**src/rtl/dmem_arbiter.sv**
```systemverilog
// dmem_arbiter: shares one byte-addressed data memory between two requesters.
//   Port 0 is the CPU MEM stage, port 1 the debug/loader port. Round-robin grant,
//   req/ack handshake per port, word-aligned bounds check ahead of the memory, and
//   mutually exclusive memory strobes.
// Ports:
//   clk_i, rst_i                    clock (rising edge), asynchronous active-low reset
//   req<n>_i, we<n>_i               request / write-enable, held until ack<n>_o
//   addr<n>_i, wdata<n>_i           byte address and write data
//   ack<n>_o, err<n>_o, rdata<n>_o  completion pulse, reject flag, read data
//   mem_addr_o, mem_data_o          address / write data to the memory
//   mem_write_o, mem_read_o         memory strobes, never both high
//   mem_data_i                      read data from the memory
//   busy_o                          high whenever an access is in flight
module dmem_arbiter #(
    parameter int unsigned MEM_BYTES     = 32,
    parameter int unsigned ACCESS_CYCLES = 1,
    parameter int unsigned CNT_W         = 4
) (
    input  logic        clk_i,
    input  logic        rst_i,
    input  logic        req0_i,
    input  logic        we0_i,
    input  logic [31:0] addr0_i,
    input  logic [31:0] wdata0_i,
    output logic        ack0_o,
    output logic        err0_o,
    output logic [31:0] rdata0_o,
    input  logic        req1_i,
    input  logic        we1_i,
    input  logic [31:0] addr1_i,
    input  logic [31:0] wdata1_i,
    output logic        ack1_o,
    output logic        err1_o,
    output logic [31:0] rdata1_o,
    output logic [31:0] mem_addr_o,
    output logic [31:0] mem_data_o,
    output logic        mem_write_o,
    output logic        mem_read_o,
    input  logic [31:0] mem_data_i,
    output logic        busy_o
);

    localparam logic [31:0]      MaxAddr = 32'(MEM_BYTES - 4);
    localparam logic [CNT_W-1:0] LastCnt = CNT_W'(ACCESS_CYCLES - 1);

    typedef enum logic [1:0] {StIdle, StAccess, StDone} state_e;

    state_e           state_q;
    logic             last_q;
    logic             gnt_q;
    logic [CNT_W-1:0] cnt_q;

    logic        req_any;
    logic        gnt_d;
    logic        sel_we;
    logic [31:0] sel_addr;
    logic [31:0] sel_wdata;
    logic        legal;

    // Grant selection: on contention the port that was not served last wins.
    always_comb begin
        req_any = req0_i | req1_i;
        if (req0_i && req1_i) begin
            gnt_d = ~last_q;
        end else begin
            gnt_d = req1_i;
        end
        sel_we    = gnt_d ? we1_i    : we0_i;
        sel_addr  = gnt_d ? addr1_i  : addr0_i;
        sel_wdata = gnt_d ? wdata1_i : wdata0_i;
        legal     = (sel_addr[1:0] == 2'b00) && (sel_addr <= MaxAddr);
    end

    // mem_addr_o/mem_data_o double as the latched request; they are only loaded for legal
    // grants, so a rejected request never disturbs the memory bus.
    always_ff @(posedge clk_i or negedge rst_i) begin
        if (!rst_i) begin
            state_q     <= StIdle;
            last_q      <= 1'b1;
            gnt_q       <= 1'b0;
            cnt_q       <= '0;
            ack0_o      <= 1'b0;
            err0_o      <= 1'b0;
            rdata0_o    <= '0;
            ack1_o      <= 1'b0;
            err1_o      <= 1'b0;
            rdata1_o    <= '0;
            mem_addr_o  <= '0;
            mem_data_o  <= '0;
            mem_write_o <= 1'b0;
            mem_read_o  <= 1'b0;
            busy_o      <= 1'b0;
        end else begin
            ack0_o <= 1'b0;
            ack1_o <= 1'b0;
            err0_o <= 1'b0;
            err1_o <= 1'b0;
            case (state_q)
                StIdle: begin
                    if (req_any) begin
                        last_q <= gnt_d;
                        gnt_q  <= gnt_d;
                        busy_o <= 1'b1;
                        if (legal) begin
                            mem_addr_o  <= sel_addr;
                            mem_data_o  <= sel_wdata;
                            mem_write_o <= sel_we;
                            mem_read_o  <= ~sel_we;
                            cnt_q       <= '0;
                            state_q     <= StAccess;
                        end else begin
                            // Rejected: straight to the ack cycle with the error flag.
                            ack0_o  <= ~gnt_d;
                            err0_o  <= ~gnt_d;
                            ack1_o  <= gnt_d;
                            err1_o  <= gnt_d;
                            state_q <= StDone;
                        end
                    end
                end
                StAccess: begin
                    cnt_q <= cnt_q + 1'b1;
                    if (cnt_q == LastCnt) begin
                        mem_write_o <= 1'b0;
                        mem_read_o  <= 1'b0;
                        if (mem_read_o) begin
                            if (gnt_q) begin
                                rdata1_o <= mem_data_i;
                            end else begin
                                rdata0_o <= mem_data_i;
                            end
                        end
                        ack0_o  <= ~gnt_q;
                        ack1_o  <= gnt_q;
                        state_q <= StDone;
                    end
                end
                StDone: begin
                    busy_o  <= 1'b0;
                    state_q <= StIdle;
                end
                default: begin
                    busy_o  <= 1'b0;
                    state_q <= StIdle;
                end
            endcase
        end
    end

endmodule

```
**config.mk**
```make
export PLATFORM = sky130hd
export DESIGN_NAME = dmem_arbiter
export DESIGN_NICKNAME = d
export VERILOG_FILES = /design/src/rtl/dmem_arbiter.sv
export SDC_FILE = /design/constraint.sdc
export NUM_CORES = 1
export LEC_CHECK = 0
export BUFFER_PORTS_ARGS = -buffer_cell sky130_fd_sc_hd__buf_2
export CAP_MARGIN = 10
export CORE_MARGIN = 3
export CORE_UTILIZATION = 30
export DETAILED_ROUTE_END_ITERATION = 10
export HOLD_SLACK_MARGIN = 0.03
export PLACE_DENSITY = 0.59
export SLEW_MARGIN = 15
export SYNTH_ARGS = -nofsm -noshare
export SYNTH_HDL_FRONTEND = slang
export SYNTH_SLANG_ARGS = --single-unit
```
**constraint.sdc**
```tcl
create_clock -name clk_i -period 1.8 [get_ports clk_i]
set_input_delay 0.36 -clock clk_i [delete_from_list [all_inputs] [get_ports clk_i]]
set_output_delay 0.36 -clock clk_i [all_outputs]
set_load 0.03 [all_outputs]
```
Word-level counts from Yosys, hierarchy flattened
Index checks and enable logic that the tools add are counted.
Widths: inputs -> output; s select.
- flip-flop bits (word level): 143
- bits in latches: 0
- RAM bits: 0
- ROM bits: 0
- input port bits: 166
- output and inout bits: 135
- logic and storage cells: 71
- memories: 0
- add/subtract/negate cells: 1
- $mul: 0
- div/mod/pow operators: 0
- magnitude comparators: 1
- equal/unequal tests: 4
- shift operators: 0
- multiplexer cells: 30
- bitwise logic cells: 6
- reduce and logical (&&, ||, !) cells: 14
- operator list (kind ; number):
    $mux 32 ; 2
    $le 32x5->1 const B ; 1
    $mux 1 ; 16
    $reduce_and 4->1 ; 3
    $pmux 1 s2 ; 5
    $mux 4 ; 2
    $pmux 4 s2 ; 1
    $mux 2 ; 3
    $ne 2x2->1 const B ; 3
    $reduce_and 2->1 ; 3
    $reduce_and 3->1 ; 2
    $not 1->1 ; 5
    $add 4x1->4 const B ; 1
    $logic_not 2->1 ; 2
    $logic_not 4->1 ; 1
    $pmux 2 s2 ; 1
    $eq 2x1->1 const B ; 1
    $logic_and 1x1->1 ; 2
    $reduce_bool 2->1 ; 1
    $or 1x1->1 ; 1

Longest topological paths before layout
- depth in word-level cells: 8
- mapped depth: 8
- gate-level depth less buffers: 6

Worst setup path after synthesis
No wires, ideal clock.
- path type: flip-flop to flip-flop
- from: reg last_q
- to: reg mem_addr_o[2]
- setup time: 0.125 ns
- arrival: 1.655 ns
- required time: 1.675 ns
- setup slack: 0.020 ns
- cell stages (with the launch flop): 8
- path buffers: 2
- period minus slack after synthesis: 1.780 ns
- cell sequence: dfstp_2 > nand2_1 > and2_1 > clkbuf_1 > nor3_1 > o21bai_2 > buf_6 > mux2_4
- word-level cells in the longest chain between the ends: 6
- elaborated cells between the ends (all ways): 7
- classes of those cells: order compare (1); mux (2); bitwise (1); reduce/logical (3)
- ends and longest elaborated chain (item ; line ; RTL):
    start: declaration ; 49 ; logic last_q;
    start signal: assignment ; 101 ; last_q <= gnt_d;
    $not 1->1 (*) ; 64 ; gnt_d = ~last_q;
    $mux 1 (*) ; 63 ; if (req0_i && req1_i) begin
    $mux 32 (*) ; 69 ; sel_addr = gnt_d ? addr1_i : addr0_i;
    $le 32x5->1 / $logic_not 2->1 (equally long branches) ; 71 ; legal = (sel_addr[1:0] == 2'b00) && (sel_addr <= MaxAddr);
    $logic_and 1x1->1 ; 71 ;
    $reduce_and 3->1 (no source line) ; - ;
    end signal: assignment ; 105 ; mem_addr_o <= sel_addr;
    end: declaration ; 35 ; output logic [31:0] mem_addr_o,
Mark *: on every way between the ends. The rest lies on a longest branch, timed or not.
A chain may end at the register's enable or synchronous reset.

Worst setup path in the final report
- from: reg last_q
- to: reg mem_data_o[2]
- word-level cells in the longest chain between the ends: 6
- elaborated cells between the ends (all ways): 8
- classes of those cells: order compare (1); mux (3); bitwise (1); reduce/logical (3)
- ends and longest elaborated chain (item ; line ; RTL):
    $not 1->1 (*) ; 64 ;
    $mux 1 (*) ; 63 ;
    $mux 32 ; 69 ;
    $le 32x5->1 / $logic_not 2->1 (equally long branches) ; 71 ;
    $logic_and 1x1->1 ; 71 ;
    $reduce_and 3->1 (no source line) ; - ;
    end signal: assignment ; 106 ; mem_data_o <= sel_wdata;
    end: declaration ; 36 ; output logic [31:0] mem_data_o,
Marked as above.

==> flow_metrics.py <==
metrics = {
    "floorplanning": {
        "rows": 51,
        "dieWidth_um": 147.9,
        "fp.coreArea_um2": 19650,
        "io_pins": 301,
        "fp.dieArea_um2": 21870,
        "initial_core_util": 0.3074,
        "die_h_um": 147.9,
    },
    "logic_synthesis": {
        "yosysWarningCount": 0,
        "syn_inst": 478,
        "syn-mean-instance-area_um2": 12.64,
        "synth_seq_cells": 143,
        "synthesis.area_um2": 6041,
        "synth_cell_types": 40,
        "synth_nets": 646,
        "seq_area_frac_synth": 0.5926,
        "ys.flop_type": "dfrtp_1",
        "synth_edf_count": 0,
        "async_flop_share": 1.000,
    },
    "route": {
        "wl_per_cell_um": 15.09,
        "num_vias": 4721,
        "viasPerCell": 4.315,
        "wl_mm": 16.51,
        "drt_iter0_markers": 125,
        "dr.pass1.iters": 4,
        "drc": 0,
        "ant_nets": 0,
    },
    "global_routing": {
        "grt_max_degree": 49,
        "grt_pass1_vias": 4757,
        "grt_pass1_wl_mm": 25.02,
        "grt.total_usage": 0.1449,
        "antenna_found_initial": 0,
        "grt-ovfl-total": 0,
    },
    "finish": {
        "layout.nets": 984,
        "nFillCells": 1901,
        "syn_to_final_growth_pct": 45.94,
        "regArea_um2": 3580,
        "multi_input_area_um2": 2360,
        "layout.cells.most_common": "buf_2",
        "final_cells": 1094,
        "layout-drive-gt1-share": 0.5802,
        "diodes": 0,
        "mostFrequentLayoutCells": "299 x buf_2, 142 x dfrtp_1, 114 x nand2_1",
    },
    "cts": {
        "htree_levels": 4,
        "cts_buffers": 17,
        "clk_latency_ns": 0.41,
        "clk_path_buf_depth": 2,
        "root_buffer": "clkbuf_16",
        "path_clk_slew_ns": 0.06,
        "cts.sinks": 143,
        "cts_tree": "yes",
    },
    "sta": {
        "max_freq_ghz": 0.5753,
        "post-route-period-util": 0.9656,
        "setup_slack_ns": 0.06187,
        "worst_pin_slew_ns": 0.3845,
        "max_slew_margin": 0.7417,
        "setup_viol": 0,
        "fin_skew_ns": 0.006764,
        "fin_crit_ns": 1.738,
        "drv_slew": 0,
        "rsz0062_at_grt": "yes",
        "hold_viol": 0,
    },
    "pwr": {
        "vdd_drop_max_mv": 0.4299,
        "leakage_uw": 0.004870,
        "p_per_area_nw_per_um2": 895.4,
    },
    "run_status": {
        "outcome": "finished, final reports clean",
    },
    "critical_path": {
        "cp-end-kind": "register",
        "start_kind": "register",
        "rrSetupSlack_ns": 0.06,
        "cp.required_ns": 2.09,
        "worstPathArrival_ns": 2.03,
        "worstPathMaxFanout": 8,
        "crit_type": "reg2reg",
    },
    "place": {
        "io_buffer_count": 300,
        "place_congestion": 0.7676,
        "dp_slack_ns": -0.4257,
        "dpl.cell_count": 1055,
        "place_hpwl_mm": 12.38,
    },
    "hold_path": {
        "hold_path.class": "in2reg",
    },
    "job": {
        "drv_cap": 0,
    },
}
-- Yosys cell counts (2+ instances only) --
master / instances / share of area
mux2_4: 35 / 0.087
nor2b_1: 3 / 0.0031
inv_1: 3 / 0.0019
and2_1: 32 / 0.033
buf_2: 8 / 0.0066
nor3_1: 5 / 0.0041
nand4_1: 6 / 0.0062
dfrtp_1: 142 / 0.59
buf_1: 2 / 0.0012
clkbuf_1: 5 / 0.0031
xnor2_1: 2 / 0.0029
buf_6: 7 / 0.013
nor4_1: 12 / 0.012
nand2_1: 116 / 0.072
mux2_2: 59 / 0.11
a2111o_1: 2 / 0.0037
nor2_1: 11 / 0.0068
ha_1: 2 / 0.0041
mux2_1: 5 / 0.0093
-- area by class of cell --
type | count | share of cell area
Sequential cell | 143 | 0.4060
Tap cell | 265 | 0.03761
Timing Repair Buffer | 341 | 0.2196
Clock inverter | 15 | 0.01959
Inverter | 3 | 0.001277
Clock buffer | 17 | 0.04825
Multi-Input combinational cell | 310 | 0.2677
-- timing repair --
item | 4_1_cts | 5_1_grt
hold endpoints to repair | 23 | 0
hold buffers | 1 | 0
cloned | 0 | 2
pin swaps | 0 | 7
setup endpoints to repair | 7 | 124
resized for setup | 1 | 12
buffers inserted | 0 | 13
-- final timing paths --
check,depth (start not counted),to,startpoint
worst max register to register,7,mem_data_o[2]$_DFFE_PN0P_,last_q$_DFFE_PN1P_
min in group asynchronous,2,rdata1_o[22]$_DFFE_PN0P_,rst_i
worst min register to register,1,mem_addr_o[15]$_DFFE_PN0P_,mem_addr_o[15]$_DFFE_PN0P_
max in group asynchronous,3,last_q$_DFFE_PN1P_,rst_i
worst max-delay path,7,mem_data_o[2]$_DFFE_PN0P_,last_q$_DFFE_PN1P_
worst min-delay path,2,rdata1_o[13]$_DFFE_PN0P_,mem_data_i[13]
-- where the power goes --
part           total (uW)  switching, uW  leakage [uW]  internal, uW
combinational         964            580       0.00276           383
clock                3550           1460      0.000283          2090
sequential           3380           54.8       0.00183          3330
total                7890           2100       0.00487          5800
-- cells by family (layout without fill, tap and decap cells) --
group,Yosys count,after routing,synth area share
mux,99,99,0.2063
flops,143,143,0.5926
simple gates,192,192,0.1481
buf+inv,25,376,0.02589
fa+ha+maj,2,2,0.004142
xor+xnor,2,2,0.002900
compound gates,15,15,0.02009
-- critical path, cell delays in order, from the launching register on --
cell and delay (ns):
dfstp_2 0.54, nand2_2 0.06, and2_4 0.15, nor3_4 0.16, o21bai_4 0.10, buf_12 0.15
clkbuf_16 0.17, mux2_4 0.29
-- sequential cells by signal, indices dropped and copies added, names as in the netlist, 2 cells and up --
name	flops
state_q	2
mem_data_o	32
mem_addr_o	32
rdata1_o	32
cnt_q	4
rdata0_o	32
-- metrics by stage --
step | util | setup TNS [ns] | power (uW) | instance area [um2] | hold WS [ns]
after floorplan | - | 0 | 3905 | 6041 | 0.06441
after global placement | 0.4101 | -24.16 | 4399 | 8060 | 0.2479
after detailed placement | 0.4101 | -27.75 | 4409 | 8060 | 0.2430
after CTS | 0.4412 | 0 | 8036 | 8671 | 0.1560
after global routing | 0.4486 | -0.2282 | 8277 | 8816 | 0.1584
final | 0.4486 | 0 | 7894 | 8816 | 0.1807
-- routing by layer --
metal  up-vias  track usage  share of wire
met1      2206       0.1850           0.44
met5         -            0              0
met3        13      0.04690          0.086
met2       207       0.2338           0.46
li1       2295            -              -
met4         0      0.04896          0.013
Note: power is estimated with default switching activity, not from simulation.
